**config.mk**
```make
export PLATFORM = sky130hd
export DESIGN_NAME = rf_wb_arbiter
export DESIGN_NICKNAME = d
export VERILOG_FILES = /design/src/rtl/rf_pkg.sv /design/src/rtl/rf_scoreboard.sv /design/src/rtl/rf_wb_arbiter.sv
export SDC_FILE = /design/constraint.sdc
export NUM_CORES = 1
export LEC_CHECK = 0
export ABC_AREA = 1
export CAP_MARGIN = 20
export CORE_MARGIN = 2
export CORE_UTILIZATION = 44
export CTS_BUF_LIST = sky130_fd_sc_hd__clkbuf_2
export CTS_CLUSTER_SIZE = 25
export DETAILED_ROUTE_END_ITERATION = 10
export GPL_TIMING_DRIVEN = 0
export MAX_ROUTING_LAYER = met4
export PLACE_DENSITY = 0.91
export SYNTH_ARGS = -nofsm -noshare
export SYNTH_HDL_FRONTEND = slang
export SYNTH_SLANG_ARGS = --single-unit
export TNS_END_PERCENT = 1
```
**constraint.sdc**
```tcl
create_clock -name clk -period 3.5 [get_ports clk]
set_clock_uncertainty 0.2 [all_clocks]
set_input_delay 0.7 -clock clk [delete_from_list [all_inputs] [get_ports clk]]
set_output_delay 0.7 -clock clk [all_outputs]
set_load 0.02 [all_outputs]
```
**src/rtl/rf_pkg.sv**
```systemverilog
// Shared register-file definitions: geometry constants, writeback request record
// and the writeback source encoding used by the arbiter's priority pointer.
package rf_pkg;

  localparam int REG_ADDR_W = 5;
  localparam int REG_DATA_W = 32;
  localparam int NUM_REGS   = 2 ** REG_ADDR_W;

  typedef struct packed {
    logic [REG_ADDR_W-1:0] addr;
    logic [REG_DATA_W-1:0] data;
  } wb_req_t;

  typedef enum logic {
    WB_ALU = 1'b0,
    WB_MEM = 1'b1
  } wb_src_e;

endpackage

```
**src/rtl/rf_scoreboard.sv**
```systemverilog
// Per-register pending-write bits. A completing write clears its bit, a new
// reservation sets one; when both hit the same register the reservation wins.
module rf_scoreboard
  import rf_pkg::*;
#(
  parameter int ADDR_W = REG_ADDR_W
) (
  input  logic                   clk,
  input  logic                   rst,
  input  logic                   clr_en,
  input  logic [ADDR_W-1:0]      clr_addr,
  input  logic                   set_en,
  input  logic [ADDR_W-1:0]      set_addr,
  output logic [2**ADDR_W-1:0]   busy
);

  logic [2**ADDR_W-1:0] busy_next;

  // Set is applied after clear so the younger producer keeps the register busy.
  always_comb begin
    busy_next = busy;
    if (clr_en) begin
      busy_next[clr_addr] = 1'b0;
    end
    if (set_en && (set_addr != '0)) begin
      busy_next[set_addr] = 1'b1;
    end
    busy_next[0] = 1'b0;
  end

  always_ff @(posedge clk or posedge rst) begin
    if (rst) begin
      busy <= '0;
    end else begin
      busy <= busy_next;
    end
  end

endmodule

```
**src/rtl/rf_wb_arbiter.sv**
```systemverilog
// Round-robin writeback arbiter between the ALU and load paths feeding the single
// register-file write port, with a pending-write scoreboard and contention counter.
module rf_wb_arbiter
  import rf_pkg::*;
#(
  parameter int DATA_W = REG_DATA_W,
  parameter int ADDR_W = REG_ADDR_W
) (
  input  logic                  clk,
  input  logic                  rst,
  input  logic                  alu_valid,
  output logic                  alu_ready,
  input  logic [ADDR_W-1:0]     alu_addr,
  input  logic [DATA_W-1:0]     alu_data,
  input  logic                  mem_valid,
  output logic                  mem_ready,
  input  logic [ADDR_W-1:0]     mem_addr,
  input  logic [DATA_W-1:0]     mem_data,
  input  logic                  rsv_valid,
  input  logic [ADDR_W-1:0]     rsv_addr,
  output logic                  rf_we,
  output logic [ADDR_W-1:0]     rf_wr_addr,
  output logic [DATA_W-1:0]     rf_wr_data,
  output logic [2**ADDR_W-1:0]  busy,
  output logic [15:0]           conflict_cnt
);

  wb_src_e ptr;
  logic    alu_fire;
  logic    mem_fire;
  logic    any_fire;
  wb_req_t winner;

  // Ready ignores the requester's own valid so producers can rely on it upfront.
  assign alu_ready = !mem_valid || (ptr == WB_ALU);
  assign mem_ready = !alu_valid || (ptr == WB_MEM);
  assign alu_fire  = alu_valid && alu_ready;
  assign mem_fire  = mem_valid && mem_ready;
  assign any_fire  = alu_fire || mem_fire;

  always_comb begin
    winner.addr = alu_addr;
    winner.data = alu_data;
    if (mem_fire) begin
      winner.addr = mem_addr;
      winner.data = mem_data;
    end
  end

  // Pointer always hands priority to the side that did not just transfer.
  always_ff @(posedge clk or posedge rst) begin
    if (rst) begin
      ptr <= WB_ALU;
    end else if (alu_fire) begin
      ptr <= WB_MEM;
    end else if (mem_fire) begin
      ptr <= WB_ALU;
    end
  end

  always_ff @(posedge clk or posedge rst) begin
    if (rst) begin
      rf_we      <= 1'b0;
      rf_wr_addr <= '0;
      rf_wr_data <= '0;
    end else if (any_fire) begin
      rf_we      <= (winner.addr != '0);
      rf_wr_addr <= winner.addr;
      rf_wr_data <= winner.data;
    end else begin
      rf_we      <= 1'b0;
    end
  end

  always_ff @(posedge clk or posedge rst) begin
    if (rst) begin
      conflict_cnt <= '0;
    end else if (alu_valid && mem_valid && (conflict_cnt != 16'hFFFF)) begin
      conflict_cnt <= conflict_cnt + 16'd1;
    end
  end

  rf_scoreboard #(
    .ADDR_W(ADDR_W)
  ) u_scoreboard (
    .clk      (clk),
    .rst      (rst),
    .clr_en   (rf_we),
    .clr_addr (rf_wr_addr),
    .set_en   (rsv_valid),
    .set_addr (rsv_addr),
    .busy     (busy)
  );

endmodule

```
==> flow_metrics.py, run 1 <==
metrics = {
    "detailed_routing": {
        "wirelength_um": 12300,
        "drc": 0,
        "final_antenna_net_count": 0,
        "first_pass_iters": 4,
        "dr_total_vias": 4252,
        "routed_via_density": 5.36,
        "wl_per_cell_um": 15.5,
        "drtIter0Drc": 163,
    },
    "global_route": {
        "grt_pass1_vias": 4393,
        "grt_usage_pct": 26.0,
        "antenna_found_initial": 0,
        "grt_pass1_wl_um": 20300,
        "grt_overflow": 0,
        "grt_start_max_net_pins": 68,
    },
    "placed_design": {
        "gp_congestion": 0.892,
        "dp_hpwl_um": 9410,
        "portBuffers": 169,
        "place_ws_ns": 0.0633,
    },
    "synthesis": {
        "synth.net_count": 583,
        "synth_ff_type": "dfrtp_1",
        "synthCells": 498,
        "synth_cell_types": 29,
        "seq_area_frac_synth_pct": 53.0,
        "synth-edff-count": 0,
        "ys_ff_latch": 86,
        "syn_area_um2": 4060,
        "avgSynthCellArea_um2": 8.15,
        "synth-warning-count": 0,
        "synthArstFlopShare_pct": 100,
    },
    "clock_tree": {
        "root_buffer": "clkbuf_2",
        "clk_pin_slew_worst_paths_ns": 0.26,
        "cts_buffers": 9,
        "clock_latency_ns": 0.52,
        "cts_tree": "done",
        "cts_buffer_depth": 2,
        "postCtsSetupBuffers": 0,
        "hold_buffers": 0,
        "postCtsResizedCells": 0,
        "cts_sinks": 86,
        "htreeDepth": 3,
    },
    "setup_path": {
        "cpMaxStageDelayCell": "clkdlybuf4s50_1",
        "r2r-end": "conflict_cnt[0]",
        "timing.rr.start": "conflict_cnt[0]",
        "critPathMaxFanout": 15,
        "slowest_delay_ns": 0.71,
        "critical_path.endpoint": "alu_ready",
        "crit_path_frequent_cell": "clkdlybuf4s50_1",
        "crit_path_start": "mem_valid",
        "worstSetupStartpointType": "input port",
        "path_class": "input port to output pin",
        "regToRegSetupSlack_ns": 1.65,
        "end_kind": "output pin",
        "cp_cell_sequence": "clkdlybuf4s50_1 > nand2_1 > clkdlybuf4s50_1",
        "critPathRequiredTime_ns": 2.60,
        "r2r_cells": 9,
        "arrival_ns": 2.35,
    },
    "timing": {
        "finalCriticalPeriod_ns": 3.25,
        "slew-limit-headroom_pct": 64.8,
        "period_share_pct": 92.9,
        "hold_viol_final": 0,
        "fmax_mhz": 307,
        "worstMarginPinSlew_ns": 0.526,
        "setup_viol": 0,
        "final.setup.worst_slack_ns": 0.248,
        "maxSlewViolCount": 0,
        "rsz0062_at_grt": "no",
    },
    "power_and_ir_drop": {
        "p_per_area_nw_per_um2": 587,
        "irDropWorstVdd_uv": 285,
        "cellLeakagePower_nw": 2.68,
    },
    "floorplanning": {
        "core_um2": 9110,
        "die_w_um": 100,
        "start_util_pct": 44.5,
        "rows": 35,
        "dieHeight_um": 100,
        "die_area_um2": 10000,
        "ios": 172,
    },
    "job": {
        "maxCapViolations": 0,
    },
    "hold_path": {
        "holdCritPathClass": "input port to asynchronous set/reset pin",
    },
    "finish": {
        "area_delta_synth_final_pct": 48.8,
        "nFillCells": 769,
        "final_util_pct": 66.3,
        "diodes": 0,
        "layout-drive-gt1-share_pct": 6.00,
        "nets": 763,
    },
    "outcome": {
        "status": "finished, final reports clean",
    },
}
[cells in the mapped netlist, types with 2 or more instances]
| cell | number | area share, % |
|---|---|---|
| nand2_4 | 2 | 0.56 |
| nand4_1 | 5 | 0.77 |
| dfrtp_1 | 86 | 53 |
| nand2_2 | 2 | 0.31 |
| xnor2_1 | 4 | 0.86 |
| nand2_1 | 156 | 14 |
| buf_6 | 2 | 0.56 |
| inv_1 | 29 | 2.7 |
| buf_4 | 2 | 0.37 |
| clkbuf_1 | 7 | 0.65 |
| nor2_1 | 14 | 1.3 |
| nor2_2 | 2 | 0.31 |
| o21ai_0 | 71 | 8.8 |
| buf_2 | 7 | 0.86 |
| nand3_1 | 92 | 11 |
| xor2_1 | 4 | 0.86 |
[flip-flops by register name, indices dropped and copies added, names as in the netlist]
name,count
rf_wr_data,32
ptr,1
conflict_cnt,16
u_scoreboard.busy,31
rf_we,1
rf_wr_addr,5
[per-stage QoR]
| stage | instance area (um^2) | hold WS [ns] | instances | power [mW] | setup TNS (ns) |
|---|---|---|---|---|---|
| global route | 6040 | 0.201 | 794 | 3.74 | 0 |
| floorplan | 4060 | 0.317 | 498 | 2.19 | 0 |
| detailed placement | 5920 | 0.283 | 779 | 3.02 | 0 |
| CTS | 6040 | 0.183 | 795 | 3.56 | 0 |
| finish | 6040 | 0.218 | 794 | 3.54 | 0 |
| global placement | 5890 | 0.280 | 778 | 2.95 | -74.49 |
[worst max-delay path: cells and delay by family]
| kind | cells | cell delay [ns] |
|---|---|---|
| and+or+nand+nor | 1 | 0.45 |
| buffers and inverters | 2 | 1.20 |
[cells by family (layout without fill, tap and decap cells)]
logic type | after synthesis | in the layout | synth area share (%)
fa+ha+maj | 1 | 1 | 0.308
flops | 86 | 86 | 53.0
buf+inv | 49 | 234 | 5.30
other cells | 1 | 1 | 0.0924
simple gates | 278 | 278 | 30.1
xor+xnor | 8 | 8 | 1.73
compound gates | 75 | 75 | 9.40
[cell type report]
| type | instances | area (um^2) | share of cell area [%] |
|---|---|---|---|
| sequential | 86 | 2150 | 35.6 |
| timing repair buffer | 170 | 1720 | 28.5 |
| multi-input combinational | 363 | 1690 | 28.0 |
| tap | 111 | 139 | 2.30 |
| inverter | 31 | 119 | 1.97 |
| buffer | 17 | 95.1 | 1.57 |
| clock inverter | 7 | 78.8 | 1.31 |
| clock buffer | 9 | 45.0 | 0.746 |
[worst min-delay path by stage]
| stage | start | endpoint | slack, ns | cells past startpoint |
|---|---|---|---|---|
| after floorplan | ptr | ptr | 0.32 | 2 |
| after global placement | rf_wr_data[10] | rf_wr_data[10] | 0.28 | 2 |
| after detailed placement | rf_wr_data[15] | rf_wr_data[15] | 0.28 | 2 |
| after CTS | rst | rf_wr_data[25] | 0.18 | 2 |
| after global routing | rst | rf_wr_data[25] | 0.20 | 2 |
| final | rst | rf_wr_data[25] | 0.22 | 2 |
[where the power goes]
| group | total [mW] | internal (mW) | switching (mW) | leakage, nW |
|---|---|---|---|---|
| combinational | 1.52 | 0.718 | 0.800 | 1.57 |
| clock | 0.545 | 0.175 | 0.370 | 0.0773 |
| sequential | 1.48 | 1.26 | 0.218 | 1.03 |
| total | 3.54 | 2.16 | 1.39 | 2.68 |
[layout by cell type, fill, tap and decap left out, types with 2 or more instances in the layout]
cell type / instances
clkdlybuf4s50_1: 169
nand2_1: 156
nand3_1: 92
dfrtp_1: 86
o21ai_0: 71
inv_1: 28
nor2_1: 14
clkbuf_2: 9
buf_2: 7
clkbuf_1: 6
nand4_1: 5
xor2_1: 4
xnor2_1: 4
inv_6: 3
buf_4: 2
nor2_2: 2
nand2_4: 2
nand2_2: 2
buf_6: 2
clkinv_4: 2
[routing by layer]
layer	GRT usage [%]	vias to the layer above	share of wire, %
met2	44.0	221	50
li1	-	2006	-
met4	10.9	0	2.5
met3	3.90	30	6.8
met5	-	-	0
met1	31.3	1995	41
Power figures use the tool's default switching activity.
==> inputs of run 2 (changes only) <==
--- a/config.mk
+++ b/config.mk
@@ -7,15 +7,16 @@
 export LEC_CHECK = 0
 export ABC_AREA = 1
 export CAP_MARGIN = 20
-export CORE_MARGIN = 2
-export CORE_UTILIZATION = 44
+export CORE_MARGIN = 10
+export CORE_UTILIZATION = 45
 export CTS_BUF_LIST = sky130_fd_sc_hd__clkbuf_2
 export CTS_CLUSTER_SIZE = 25
 export DETAILED_ROUTE_END_ITERATION = 10
 export GPL_TIMING_DRIVEN = 0
 export MAX_ROUTING_LAYER = met4
-export PLACE_DENSITY = 0.91
+export PLACE_DENSITY = 0.9
 export SYNTH_ARGS = -nofsm -noshare
 export SYNTH_HDL_FRONTEND = slang
+export SYNTH_HIERARCHICAL = 1
 export SYNTH_SLANG_ARGS = --single-unit
 export TNS_END_PERCENT = 1
==> run 2 against run 1 <==
  * Routed wire length grew 18%
  * Cell count grew 12%
  * Global-route usage shrank 5.3 points
  * Register-to-register slack gained 0.02 ns
  * Critical path depth is the same
  * Worst hold slack gained 0.029 ns
  * Count of clock-buffer cells in the layout grew 2
  * Critical endpoint unchanged
==> flow_metrics.py, run 2 <==
metrics = {
    "synthesis": {
        "yosys.area.top_type": "dfrtp_1",
        "synth-warning-count": 6,
        "avgSynthCellArea_um2": 7.60,
        "synth_ff_type": "dfrtp_1",
        "seq_area_frac_synth_pct": 49.2,
        "synth_cell_types": 27,
        "syn_area_um2": 4370,
        "synthTopCellsByCount": "nand2_1 (260), dfrtp_1 (86), nand3_1 (84), inv_1 (29), o21ai_0 (24)",
        "synth.net_count": 660,
        "synthCells": 575,
        "ys_ff_latch": 86,
        "synth_most_common_cell": "nand2_1",
        "synth-edff-count": 0,
        "synthArstFlopShare_pct": 100,
        "yosysTopAreaCellShare_pct": 49.2,
        "synth.area.top_cells": "dfrtp_1 (49%), nand2_1 (22%), nand3_1 (9.6%), o21ai_0 (2.7%), inv_1 (2.5%)",
    },
    "setup_path": {
        "slowest_delay_ns": 0.69,
        "end_kind": "output pin",
        "cpMaxStageDelayCell": "clkdlybuf4s50_1",
        "r2r_cells": 8,
        "path_class": "flip-flop to output pin",
        "cp_cell_sequence": "nand2_1 > clkbuf_1 > clkdlybuf4s50_1",
        "critPathMaxFanout": 10,
        "worstSetupStartpointType": "flip-flop",
        "arrival_ns": 2.18,
        "critPathRequiredTime_ns": 2.60,
        "crit_path_start": "ptr",
        "timing.rr.start": "conflict_cnt[0]",
    },
    "finish": {
        "final_cell_area_um2": 6370,
        "layout_commonest_cell": "nand2_1",
        "reg_top3": "rf_wr_data: 32 flops, u_scoreboard/busy: 31 flops, conflict_cnt: 16 flops",
        "regMostFlops": "rf_wr_data",
        "nFillCells": 798,
        "area_delta_synth_final_pct": 45.7,
        "largest_reg_flops": 32,
        "stdcell_count": 891,
        "nets": 841,
        "final_cell_mix": "nand2_1 (260), clkdlybuf4s50_1 (168), dfrtp_1 (86)",
        "layout-drive-gt1-share_pct": 8.80,
    },
    "timing": {
        "worstMarginPinSlew_ns": 0.642,
        "hold_viol_final": 0,
        "setup_viol": 0,
        "finalCriticalPeriod_ns": 3.08,
        "maxSlewViolCount": 0,
        "period_share_pct": 88.0,
        "rsz0062_at_grt": "no",
        "slew-limit-headroom_pct": 57.2,
        "timing.setup.tns_ns": 0,
        "fmax_mhz": 325,
    },
    "detailed_routing": {
        "wl_per_cell_um": 16.4,
        "routed_via_density": 5.17,
        "wirelength_um": 14600,
        "drc": 0,
        "drtIter0Drc": 351,
        "final_antenna_net_count": 0,
        "dr_total_vias": 4609,
        "first_pass_iters": 7,
    },
    "clock_tree": {
        "htreeDepth": 3,
        "cts_tree": "done",
        "clock_latency_ns": 0.52,
        "postCtsResizedCells": 0,
        "hold_buffers": 0,
        "root_buffer": "clkbuf_2",
        "clk_pin_slew_worst_paths_ns": 0.25,
        "postCtsSetupBuffers": 0,
        "cts_sinks": 86,
        "cts_buffer_depth": 2,
        "cts_buffers": 9,
    },
    "placed_design": {
        "dp_hpwl_um": 11600,
        "placedCellCount": 874,
        "gp_congestion": 0.904,
        "portBuffers": 168,
        "post_dp_cell_area_um2": 6250,
    },
    "global_route": {
        "antenna_found_initial": 1,
        "grt_pass1_vias": 4719,
        "grt_usage_pct": 20.7,
        "grt_pass1_wl_um": 23500,
        "grt_overflow": 0,
        "grt_start_max_net_pins": 43,
    },
    "job": {
        "maxCapViolations": 0,
    },
    "power_and_ir_drop": {
        "cellLeakagePower_nw": 2.89,
        "p_per_area_nw_per_um2": 527,
        "p_total_mw": 3.36,
        "irDropWorstVdd_uv": 313,
    },
    "floorplanning": {
        "ios": 172,
        "die_area_um2": 14100,
        "rows": 35,
        "start_util_pct": 46.9,
        "die_w_um": 119,
        "core_um2": 9330,
        "dieHeight_um": 119,
    },
    "hold_path": {
        "holdCritPathClass": "input port to asynchronous set/reset pin",
    },
    "outcome": {
        "status": "finished, final reports clean",
    },
}
-- run 2: worst paths after layout --
| path | end | slack, ns |
|---|---|---|
| min reg2reg | u_scoreboard/busy[5] | 0.31 |
| min in group clk | ptr | 0.25 |
| max in group asynchronous | u_scoreboard/busy[5] | 2.16 |
| min | conflict_cnt[9] | 0.25 |
| max | alu_ready | 0.42 |
| max reg2reg | conflict_cnt[12] | 1.67 |
-- run 2: report_power, final --
group,switching (mW),leakage [nW],internal (mW)
sequential,0.185,1.04,1.24
combinational,0.760,1.78,0.652
clock,0.350,0.0721,0.172
-- run 2: logic make-up (layout without fill, tap and decap cells) --
kind of cell / count (synthesis) / in the layout / synth area share, %
and+or+nand+nor: 396 / 396 / 40.1
DFF: 86 / 86 / 49.2
buffers and inverters: 59 / 245 / 5.75
AOI/OAI and AO/OA: 27 / 27 / 3.52
xor gates and xnor gates: 5 / 5 / 1.00
adders and majority gates: 1 / 1 / 0.286
other: 1 / 2 / 0.0858
-- run 2: routing by layer --
metal  GRT usage (%)  vias up  part of all wire [%]
li1                -     2188                     -
met1            23.8     2175                    40
met2            33.7      213                    49
met3            5.19       33                   7.6
met4            8.63        0                   2.6
met5               -        -                     0
-- run 2: final cells by class --
cell class | instances | area, um^2 | area share (%)
antenna | 1 | 2.50 | 0.0393
timing repair buffer | 170 | 1720 | 27.0
buffer | 19 | 101 | 1.59
multi-input combinational | 430 | 1970 | 30.9
sequential | 86 | 2150 | 33.8
clock buffer | 11 | 55.1 | 0.865
clock inverter | 5 | 60.1 | 0.943
inverter | 40 | 150 | 2.36
tap | 129 | 161 | 2.54
-- run 2: per-stage QoR --
stage | setup WS (ns) | hold slack, ns | util, %
finish | 0.421 | 0.246 | 68.2
global route | 0.285 | 0.235 | 68.2
CTS | 0.369 | 0.208 | 68.2
detailed placement | 0.503 | 0.265 | 67.0
global placement | 0.144 | 0.252 | 66.6
floorplan | 1.23 | 0.329 | -
-- run 2: worst max-delay path, delay by kind of cell, from the launching register on --
kind	cells	cell delay [ns]
buffers and inverters	2	1.06
flip-flops	1	0.44
AND/OR/NAND/NOR	1	0.17
